$ cat src/rtl/mem_bus_pkg.sv
// Shared types and constants for the SoC memory-bus arbiter and bridges.
package mem_bus_pkg;

    typedef enum logic {
        ARB_IDLE = 1'b0,
        ARB_BUSY = 1'b1
    } arb_state_e;

    localparam logic M_CPU = 1'b0;
    localparam logic M_AUX = 1'b1;

    localparam int unsigned TIMEOUT_DEFAULT = 1024;

    // On a tie the master that did not own the bus last time wins.
    function automatic logic pick_owner(
        input logic v0,
        input logic v1,
        input logic last
    );
        if (v0 && v1) begin
            return ~last;
        end
        return v1 ? M_AUX : M_CPU;
    endfunction

    function automatic logic [1:0] owner_onehot(input logic idx);
        return (idx == M_AUX) ? 2'b10 : 2'b01;
    endfunction

endpackage

$ cat src/rtl/bus_watchdog.sv
// Stall counter: counts enabled cycles and flags expiry at LIMIT-1.
// Saturates at the limit so it can never wrap while the owner waits.
module bus_watchdog #(
    parameter int unsigned LIMIT = 1024
) (
    input  logic clk,
    input  logic reset,
    input  logic i_clear,
    input  logic i_enable,
    output logic o_expired
);
    localparam int unsigned CW = (LIMIT > 2) ? $clog2(LIMIT) : 1;
    localparam logic [CW-1:0] LAST = CW'(LIMIT - 1);

    logic [CW-1:0] r_count;
    logic          w_at_limit;

    assign w_at_limit = (r_count == LAST);
    assign o_expired  = i_enable && w_at_limit;

    always_ff @(posedge clk) begin
        if (reset || i_clear) begin
            r_count <= '0;
        end else if (i_enable && !w_at_limit) begin
            r_count <= r_count + CW'(1);
        end
    end

endmodule

$ cat src/rtl/mem_bus_arbiter.sv
// Two-master round-robin arbiter for the valid/ready memory bus.
// One transaction per grant; stalled accesses complete with a fault.
module mem_bus_arbiter
    import mem_bus_pkg::*;
#(
    parameter int unsigned ADDR_W         = 32,
    parameter int unsigned DATA_W         = 32,
    parameter int unsigned TIMEOUT_CYCLES = TIMEOUT_DEFAULT
) (
    input  logic                clk,
    input  logic                reset,
    input  logic                m0_valid,
    input  logic [ADDR_W-1:0]   m0_addr,
    input  logic [DATA_W-1:0]   m0_wdata,
    input  logic [DATA_W/8-1:0] m0_wstrb,
    output logic [DATA_W-1:0]   m0_rdata,
    output logic                m0_ready,
    output logic                m0_fault,
    input  logic                m1_valid,
    input  logic [ADDR_W-1:0]   m1_addr,
    input  logic [DATA_W-1:0]   m1_wdata,
    input  logic [DATA_W/8-1:0] m1_wstrb,
    output logic [DATA_W-1:0]   m1_rdata,
    output logic                m1_ready,
    output logic                m1_fault,
    output logic                s_valid,
    output logic [ADDR_W-1:0]   s_addr,
    output logic [DATA_W-1:0]   s_wdata,
    output logic [DATA_W/8-1:0] s_wstrb,
    input  logic [DATA_W-1:0]   s_rdata,
    input  logic                s_ready,
    output logic [1:0]          grant
);
    arb_state_e r_state;
    arb_state_e w_state_nxt;
    logic       r_owner;
    logic       w_owner_nxt;
    logic       r_last;
    logic       w_last_nxt;

    logic w_busy;
    logic w_own_valid;
    logic w_expired;
    logic w_done;
    logic w_fault;
    logic w_exit;

    assign w_busy      = (r_state == ARB_BUSY);
    assign w_own_valid = (r_owner == M_AUX) ? m1_valid : m0_valid;
    assign w_done      = w_busy && w_own_valid && (s_ready || w_expired);
    // A real slave answer beats a coincident timeout.
    assign w_fault     = w_done && !s_ready;
    assign w_exit      = w_busy && (!w_own_valid || s_ready || w_expired);

    bus_watchdog #(
        .LIMIT     (TIMEOUT_CYCLES)
    ) u_watchdog (
        .clk       (clk),
        .reset     (reset),
        .i_clear   (!w_busy || w_exit),
        .i_enable  (w_busy),
        .o_expired (w_expired)
    );

    always_ff @(posedge clk) begin
        if (reset) begin
            r_state <= ARB_IDLE;
            r_owner <= M_CPU;
            r_last  <= M_AUX;
        end else begin
            r_state <= w_state_nxt;
            r_owner <= w_owner_nxt;
            r_last  <= w_last_nxt;
        end
    end

    always_comb begin
        w_state_nxt = r_state;
        w_owner_nxt = r_owner;
        w_last_nxt  = r_last;
        unique case (r_state)
            ARB_IDLE: begin
                if (m0_valid || m1_valid) begin
                    w_state_nxt = ARB_BUSY;
                    w_owner_nxt = pick_owner(m0_valid, m1_valid, r_last);
                end
            end
            ARB_BUSY: begin
                if (w_exit) begin
                    w_state_nxt = ARB_IDLE;
                    w_last_nxt  = r_owner;
                end
            end
        endcase
    end

    always_comb begin
        s_valid  = 1'b0;
        s_addr   = '0;
        s_wdata  = '0;
        s_wstrb  = '0;
        grant    = 2'b00;
        m0_ready = 1'b0;
        m0_fault = 1'b0;
        m0_rdata = '0;
        m1_ready = 1'b0;
        m1_fault = 1'b0;
        m1_rdata = '0;
        if (w_busy) begin
            grant   = owner_onehot(r_owner);
            s_valid = w_own_valid && !w_fault;
            if (r_owner == M_AUX) begin
                s_addr   = m1_addr;
                s_wdata  = m1_wdata;
                s_wstrb  = m1_wstrb;
                m1_ready = w_done;
                m1_fault = w_fault;
                m1_rdata = (w_done && s_ready) ? s_rdata : '0;
            end else begin
                s_addr   = m0_addr;
                s_wdata  = m0_wdata;
                s_wstrb  = m0_wstrb;
                m0_ready = w_done;
                m0_fault = w_fault;
                m0_rdata = (w_done && s_ready) ? s_rdata : '0;
            end
        end
    end

endmodule

$ cat config.mk
export PLATFORM = sky130hd
export DESIGN_NAME = mem_bus_arbiter
export DESIGN_NICKNAME = d
export VERILOG_FILES = /design/src/rtl/mem_bus_pkg.sv /design/src/rtl/bus_watchdog.sv /design/src/rtl/mem_bus_arbiter.sv
export SDC_FILE = /design/constraint.sdc
export NUM_CORES = 1
export LEC_CHECK = 0
export ABC_AREA = 1
export BUFFER_PORTS_ARGS = -buffer_cell sky130_fd_sc_hd__buf_2
export CORE_AREA = 2 2 120 122
export CTS_CLUSTER_DIAMETER = 200
export DETAILED_ROUTE_END_ITERATION = 16
export DIE_AREA = 0 0 122 124
export PLACE_DENSITY_LB_ADDON = 0.12
export SYNTH_ARGS = -nofsm -noshare
export SYNTH_HDL_FRONTEND = slang
export SYNTH_SLANG_ARGS = --single-unit
$ cat constraint.sdc
create_clock -name clk -period 3.7 [get_ports clk]
set_input_delay 0.74 -clock clk [delete_from_list [all_inputs] [get_ports clk]]
set_output_delay 0.74 -clock clk [all_outputs]
set_load 0.1 [all_outputs]
==> summary.md, run 1 <==
The global routing met1 resource utilization is 0.194, and the register bit total from synthesis is 13. The tool flagged a number of max-cap violations equal to 0. The run finished with clean final reports. The last weighted congestion value of the routability-driven placer is 0.795, and the met2 track utilization from global routing is 0.242. In this run the power spent charging and discharging nets is 0.834 mW. The logs give 480 for the net count of the mapped netlist and 0.154 for the starting utilization of the core area. The internal power of the cells totals 0.532 mW. Overall power consumption after layout is estimated at 1.37 mW. The clock share of power came out at 0.150. The initial antenna violation count is 2, and the synthesis warning total is 0. In this run the post-CTS setup repair buffer count came out at 0.

The maximum clock skew at final layout was 0.000960 ns; the maximum number of pins on one net before global-route repair was 41. Counting every instance in the synthesized netlist gives 306. The number of core rows was 43.

The die is 122 um wide. In the routed layout, each cell is associated on average with a via count of 4.24. Along the worst path, the maximum fanout reaches 14. Setup repair after global routing left no endpoint under its margin. Summed over all cells, the static leakage comes to 2.60 nW. The placement-stage worst setup slack came out at 0.699 ns. Static timing analysis puts the maximum clock frequency at 335 MHz. The maximum vdd drop was 198 uV; the total number of nets in the final design was 782. The overall track demand over capacity in global routing is 0.149, and the latest clock arrival within the worst-skew pair is 0.24 ns. The count of buffer and inverter cells on the critical path was 5; the maximum cell stage delay along the critical path was 0.43 ns. The number of sinks handled by clock tree synthesis is 13, and the vias after detailed routing is 3,348. The logs give 0 for the count of nets left with antenna violations after detail routing and 0.636 for the tightest slew margin relative to the limit.

The combinational group share of total power was 0.740; the number of fillers in the final layout was 1,459. Once placement completed, the tool counted placed cells totaling 783. The fraction of the yosys area taken by sequential cells was 0.123. The post-synthesis compound-gate area fraction came out at 0.316.

The full die area was 15,100 sq um; the clock-pin slew on the worst setup and hold paths was 0.05 ns. In this design, the critical path's most frequently occurring cell is buf_2. The run gives 12,900 um as the wire length reported by the detailed router. The part of the total power dissipated in sequential elements was 0.109; the critical path arrival was 2.24 ns. Grouping stages by cell kind, the critical path spends the most delay in buffers and inverters. In this run, the number of DRC markers left after iteration 0 of detailed routing was 114. In this run, CTS created clock tree buffers numbering 3. STA puts the critical path data required time at 2.96 ns. The root buffer cell chosen for the clock tree is clkbuf_16. The mapped netlist covers 2110 sq um. The tools report the number of buffers on the longest clock path as 2.

The tightest min-delay check is of the flop to flop type. The post-cts sizing count is 0, and the core area is 13,700 sq um. The synthesis-to-layout area growth was 130%; the maximum level of the CTS H-tree was 1.

The fraction of the core area covered by cells at the end of the flow is 0.353. The total overflow left after global routing is 0. TritonCTS built the clock tree.

The logs give 32 for the post-synthesis cell type count and 0.0591 for the global routing met3 resource utilization. The mean instance size in the synthesized netlist works out to 6.89 sq um. The share of synthesized cell area in full adder, half adder and majority cells came out at 0.00593. Worst setup slack after layout: 0.718 ns. For the final-report hold violation count, the log shows 0. The simple logic cell fraction of the synthesized area works out to 0.443. The first TritonRoute pass finished after 4 iterations.

The tools report the via count of the first global-routing pass as 3,043. The largest family of logic cells by synthesized area was simple AND/OR/NAND/NOR gates. The post-synthesis xor/xnor area fraction is 0.00830, and the fraction of layout cells with a size suffix above 1 is 0.654. STA classifies the critical path endpoint as a primary output. The vertical die dimension was 124 um; the final count of pins violating max slew was 0. The routed length per instance came out at 16.4 um. The share of the cycle needed by the critical path after routing is 0.806, and the switching part of the total power is 0.611. Buffers placed on the I/O ports in this run total 311.

The first global-routing pass estimated 17,400 um of wire. The logs give 312 for the total I/O pin count and 0 for the count of hold-fix buffers inserted at cts. The category of the most critical setup path is input pin to primary output. The tools report the final number of setup-violating endpoints as 0. Most used routing layer in global routing: met2. The signal on the critical path passes through buf_2 -> inv_1 -> nand2_1 -> o21ai_2 -> clkinv_2 -> nand2_2 -> nor2_8 -> buf_12 -> nand2_4 -> nor2_2 -> buf_2. The total power per unit cell area came out at 282 nW/um^2. The kind of launch point of the worst setup path was an input pin.

The actual slew at the worst max-slew pin is 0.549 ns, and the minimum period implied by the final worst setup slack is 2.98 ns. Detailed placement ended at an HPWL of 11,200 um. The multiplexer share of the synthesized area was 0; the accumulated negative setup slack was 0 ns. For the DRC violation count after routing, the log shows 0. The slowest stage of the critical path belongs to the cell buf_2.

Post-layout instance count excluding filler cells: 789.
[worst min-delay path, stage by stage, from the launching register on]
cell and delay, ns:
dfxtp_1 0.31, nand2_1 0.06, nand2_1 0.05
[through the flow]
| stage | hold WS [ns] | instance area, sq um |
|---|---|---|
| 2_1_floorplan | 0.425 | 2110 |
| 3_3_place_gp | 0.447 | 4760 |
| 3_5_place_dp | 0.445 | 4760 |
| 4_1_cts | 0.456 | 4840 |
| 5_1_grt | 0.509 | 4840 |
| 6_report | 0.459 | 4850 |
[flip-flops by register name, summed over array words and instances, names as in the netlist]
register / count
u_watchdog.r_count: 10
r_state: 1
r_owner: 1
r_last: 1
[cell usage after synthesis]
master,count,area (sq um)
nor2_8,1,20.0
nor3_1,1,5.00
a31oi_1,1,6.26
xnor2_1,1,8.76
inv_1,12,45.0
or2_2,1,6.26
nand2_1,51,191
o21ai_0,1,5.00
clkbuf_1,6,22.5
a21oi_1,9,45.0
buf_4,3,22.5
nand3_2,1,10.0
nor2_2,41,257
nand3_1,6,30.0
nand4_1,3,18.8
o21ai_2,1,8.76
buf_6,1,11.3
clkinv_2,1,5.00
buf_2,10,50.1
xor2_1,1,8.76
buf_1,2,7.51
nor2_4,1,11.3
nand2_4,20,225
nand2_2,1,6.26
inv_2,3,11.3
buf_12,2,40.0
ha_1,1,12.5
o21ai_1,1,5.00
a22o_1,68,596
clkinv_1,1,3.75
dfxtp_1,13,260
nor2_1,41,154
[layout make-up]
cell class                      instances  area [sq um]  area share
Antenna cell                            2          5.00     0.00103
Clock buffer                            3          75.1      0.0155
Clock inverter                          1          5.00     0.00103
Inverter                               17          65.1      0.0134
Multi-Input combinational cell        252          1630       0.336
Sequential cell                        13           262      0.0539
Tap cell                              180           225      0.0464
Timing Repair Buffer                  321          2580       0.533
[routing by layer]
| metal | up-vias | share of wire |
|---|---|---|
| li1 | 1652 | - |
| met1 | 1543 | 0.39 |
| met2 | 151 | 0.48 |
| met3 | 2 | 0.12 |
| met4 | 0 | 0.00085 |
| met5 | - | 0 |
[power groups by stage]
| stage | clock network, mW | logic, mW | registers [mW] |
|---|---|---|---|
| final | 0.206 | 1.01 | 0.149 |
| after global routing | 0.217 | 1.05 | 0.150 |
| after CTS | 0.214 | 1.02 | 0.149 |
| after detailed placement | 0 | 1.01 | 0.152 |
| after global placement | 0 | 1.01 | 0.152 |
| after floorplan | 0 | 0.730 | 0.150 |
[logic make-up (layout without fill, tap and decap cells)]
logic type,Yosys count,in the layout
AND/OR/NAND/NOR,168,168
AO/OA/AOI/OAI,81,81
buffers and inverters,41,342
flip-flops,13,13
XOR/XNOR,2,2
adder cells (fa/ha/maj),1,1
other,0,2
[final timing paths]
kind	from	endpoint	slack, ns	cells after the start
setup / recovery	m1_valid	m0_rdata[1]	0.72	11
hold / removal	r_last	r_last	0.46	2
setup reg to reg	u_watchdog.r_count[0]	r_state	1.99	8
hold reg to reg	r_last	r_last	0.46	2
[cells in the final DEF (no fill, tap or decap)]
cell       synthesis  routed
buf_2             10     251
a22o_1            68      68
buf_12             2      64
nand2_1           51      51
nor2_2            41      41
nor2_1            41      41
nand2_4           20      20
inv_1             12      12
dfxtp_1           13      12
a21oi_1            9       9
nand3_1            6       6
buf_4              3       6
inv_2              3       3
nand4_1            3       3
clkbuf_16          0       3
diode_2            0       2
clkinv_2           1       2
o21ai_2            1       1
nand2_2            1       1
nor2_8             1       1
clkinv_1           1       1
nor2_4             1       1
nand3_2            1       1
a31oi_1            1       1
o21ai_0            1       1
xnor2_1            1       1
xor2_1             1       1
nor3_1             1       1
or2_2              1       1
o21ai_1            1       1
ha_1               1       1
dfxtp_2            0       1
Power figures use the tool's default switching activity.
==> inputs of run 2 (changes only) <==
--- a/config.mk
+++ b/config.mk
@@ -5,12 +5,12 @@
 export SDC_FILE = /design/constraint.sdc
 export NUM_CORES = 1
 export LEC_CHECK = 0
-export ABC_AREA = 1
+export ABC_AREA = 0
 export BUFFER_PORTS_ARGS = -buffer_cell sky130_fd_sc_hd__buf_2
-export CORE_AREA = 2 2 120 122
+export CORE_AREA = 2 2 122 124
 export CTS_CLUSTER_DIAMETER = 200
 export DETAILED_ROUTE_END_ITERATION = 16
-export DIE_AREA = 0 0 122 124
+export DIE_AREA = 0 0 124 126
 export PLACE_DENSITY_LB_ADDON = 0.12
 export SYNTH_ARGS = -nofsm -noshare
 export SYNTH_HDL_FRONTEND = slang
==> constraint.sdc (replaced) <==
create_clock -name clk -period 3 [get_ports clk]
set_input_delay 0.6 -clock clk [delete_from_list [all_inputs] [get_ports clk]]
set_output_delay 0.6 -clock clk [all_outputs]
set_load 0.1 [all_outputs]
==> run 2 against run 1 <==
Via count decreased by 6.8%. Routed wire length decreased by 16%. Flip-flop and latch count unchanged. Global-route usage decreased by 2.4 points. Largest cell class unchanged. Largest power group unchanged. Highest routed layer unchanged.
==> summary.md, run 2 <==
The flow ran to the end, and the final reports show no timing, DRC or antenna violations. The maximum vdd drop was 192 uV (was 198 uV); the TritonCTS buffer count was 3 (unchanged). The clock-pin slew on the worst setup and hold paths was 0.04 ns (was 0.05 ns). The class of the most critical hold timing path was flop to flop (unchanged). The number of sinks handled by clock tree synthesis is 13 (unchanged). The vias after detailed routing was 3,121 (was 3,348); the post-CTS repair timing setup buffer count was 0 (unchanged). The full die area was 15,600 sq um (was 15,100 sq um); the area share of the largest cell type after synthesis was 0.338 (was 0.282). Leading register cell type out of synthesis: dfxtp_1 (unchanged). The logs give 0.125 (was 0.149) for the overall track demand over capacity in global routing and 47 (was 41) for the maximum number of pins on one net before global-route repair.

The mean instance size in the synthesized netlist is 6.89 sq um (about the same), and the final count of pins violating max slew is 0 (unchanged). The flip-flop count of the largest register, all copies and words added came out at 10 (unchanged). The total I/O pin count is 312 (unchanged), and the number of core rows is 44 (was 43). The most flop-heavy register was u_watchdog.r_count (unchanged). The total power per unit cell area works out to 343 nW/um^2 (was 282 nW/um^2).

The register bit total from synthesis is 13 (unchanged). Most common cell after layout, fill and taps aside: buf_2 (unchanged). The tools report the worst hold slack as 0.459 ns (about the same). The maximum level of the CTS H-tree was 1 (unchanged). The placement-stage worst setup slack came out at 0.631 ns (was 0.699 ns).

The tools report the DRC violation count after routing as 0 (unchanged). Leading cell types in the layout, fill and taps excluded: buf_2 (279), nor2_1 (84), mux2i_1 (70) (was buf_2 (251), a22o_1 (68), buf_12 (64)). The fraction of the core area covered by cells at the end of the flow is 0.311 (was 0.353). For the initial antenna violation count, the log shows 0 (was 2). The run gives 774 (was 782) as the total number of nets in the final design. Most frequent cells after synthesis: nor2_1 (84), mux2i_1 (70), and2_1 (64) (was a22o_1 (68), nand2_1 (51), nor2_1 (41), nor2_2 (41), nand2_4 (20)). The category of the most critical setup path is flop to primary output (was input pin to primary output). Count of hold-fix buffers inserted at cts: 0 (unchanged). Leading post-synthesis cells by cell area: mux2i_1 (34%), and2_1 (19%), nor2_1 (15%) (was a22o_1 (28%), dfxtp_1 (12%), nor2_2 (12%)). The number of max-cap violations came out at 0 (unchanged).

The CTS root buffer is clkbuf_16 (unchanged). The via count of the first global-routing pass was 3,101 (was 3,043); the leakage dissipation was 2.35 nW (was 2.60 nW). The post-cts sizing count was 0 (unchanged); the cell area after technology mapping was 2070 sq um (was 2110 sq um). The critical path arrival came out at 2.02 ns (was 2.24 ns). The tools report the kind of launch point of the worst setup path as a flop (was an input pin).

The cell type of the slowest stage on the worst timing path is buf_2 (unchanged). Library cell with the largest summed area after synthesis: mux2i_1 (was a22o_1). Share of the cycle needed by the critical path after routing: 0.875. TritonCTS built the clock tree. The number of DRC violations after detailed-routing iteration 0 is 66 (was 114), and the number of iterations in the first detailed-routing pass is 4 (unchanged). The synthesis-to-layout area growth is 114% (was 130%).

The worst setup slack after layout was 0.375 ns (was 0.718 ns); the wire length reported by the detailed router was 10,900 um (was 12,900 um). Count of buffers from port buffering: 311 (unchanged). The maximum clock skew at final layout was 0.00158 ns (was 0.000960 ns); the final number of setup-violating endpoints was 0 (unchanged).

The floorplan die width is 124 um (was 122 um), and the data required time at the worst endpoint is 2.40 ns (was 2.96 ns). The final global-route overflow total is 0 (unchanged), and the number of fillers in the final layout is 1,567 (was 1,459). The latest clock arrival within the worst-skew pair is 0.24 ns (about the same). The count of antenna diodes in the layout is 0 (was 2). Cell family contributing the most delay on the critical path: buffers and inverters (unchanged). The run gives 0 (unchanged) as the synthesis warning total.

Count of buffer and inverter cells on the critical path: 1 (was 5). The routed length per instance is 13.9 um (was 16.4 um). The maximum cell stage delay along the critical path is 0.46 ns (was 0.43 ns). The fraction of layout cells with a size suffix above 1 was 0.594 (was 0.654); the wire length of the first global-routing pass was 15,400 um (was 17,400 um). The actual slew at the worst max-slew pin is 0.549 ns (about the same).

For the number of buffers on the longest clock path, the log shows 2 (unchanged). The tools report the final-report hold violation count as 0 (unchanged). For the highest achievable clock rate, the log shows 381 MHz. The post-synthesis cell type count came out at 29 (was 32).

Setup repair after global routing left no endpoint under its margin. Sequence of cells on the critical path: ha_1 -> nand3_1 -> o31a_1 -> nor3b_2 -> buf_2 (was buf_2 -> inv_1 -> nand2_1 -> o21ai_2 -> clkinv_2 -> nand2_2 -> nor2_8 -> buf_12 -> nand2_4 -> nor2_2 -> buf_2). The final HPWL from detailed placement is 9500 um (was 11,200 um), and the last weighted congestion value of the routability-driven placer is 0.733 (was 0.795). The fraction of the yosys area taken by sequential cells was 0.126 (was 0.123); the proportion of register bits with asynchronous set or reset after synthesis was 0 (unchanged). The worst path in the final design needs a cycle of 2.62 ns, including I/O delays and setup. The tightest slew margin relative to the limit is 0.637 (was 0.636), and the highest net fanout along the worst path is 4 (was 14). The vertical die dimension came out at 126 um (was 124 um). The critical path endpoint category was a primary output (unchanged). The detail-routed via count per cell is 3.99 (was 4.24). The number of enable-type register cells in the synthesized netlist is 0 (unchanged), and the net count of the mapped netlist is 475 (was 480). The leading cell type by number of instances after synthesis is nor2_1 (was a22o_1). The logs give 301 (was 306) for the instance count of the mapped netlist and 0.145 (was 0.154) for the starting utilization of the core area. The tools report the core area as 14,300 sq um (was 13,700 sq um). The tools report the count of nets left with antenna violations after detail routing as 0 (unchanged).
run 2: routing by layer:
metal / track usage / vias to the layer above / share of wire
met3: 0.0412 / 2 / 0.13
met1: 0.123 / 1342 / 0.35
met4: 0.0119 / 0 / 0.0014
li1: - / 1585 / -
met5: 0 / - / 0
met2: 0.255 / 192 / 0.52
run 2: metrics by stage:
| step | total power [mW] | setup TNS [ns] | instance area, sq um | instances |
|---|---|---|---|---|
| global route | 1.60 | 0 | 4450 | 783 |
| detailed placement | 1.29 | 0 | 4370 | 779 |
| floorplan | 1.00 | -0.0460 | 2130 | 301 |
| finish | 1.52 | 0 | 4450 | 783 |
| CTS | 1.54 | 0 | 4450 | 783 |
| global placement | 1.28 | 0 | 4370 | 779 |
run 2: kinds of logic (layout without fill, tap and decap cells):
family	Yosys count	after routing	share of synthesized area
multiplexers	70	70	0.338
AND/OR/NAND/NOR	171	171	0.410
AO/OA/AOI/OAI	10	10	0.0338
flip-flops	13	13	0.126
buffers and inverters	30	328	0.0616
adder cells (fa/ha/maj)	1	1	0.00603
XOR/XNOR	6	6	0.0253
run 2: final cells by class:
| type | count | area [sq um] | area share |
|---|---|---|---|
| tap | 184 | 230 | 0.0518 |
| multi-input combinational | 258 | 1740 | 0.391 |
| sequential | 13 | 264 | 0.0594 |
| timing repair buffer | 317 | 2110 | 0.474 |
| clock buffer | 4 | 78.8 | 0.0177 |
| inverter | 7 | 26.3 | 0.00591 |
run 2: where the power goes:
group | switching, mW | total [mW] | internal (mW) | leakage [nW]
clock network | 0.0698 | 0.249 | 0.179 | 0.0382
registers | 0.00713 | 0.184 | 0.177 | 0.106
logic | 0.832 | 1.09 | 0.259 | 2.21
total | 0.909 | 1.52 | 0.615 | 2.35
run 2: final timing paths:
path / startpoint / to / slack [ns] / cells after the start
max: u_watchdog.r_count[0] / m1_ready / 0.38 / 5
min reg2reg: r_last / r_last / 0.46 / 1
max reg2reg: u_watchdog.r_count[0] / u_watchdog.r_count[9] / 1.06 / 6
min: r_last / r_last / 0.46 / 1
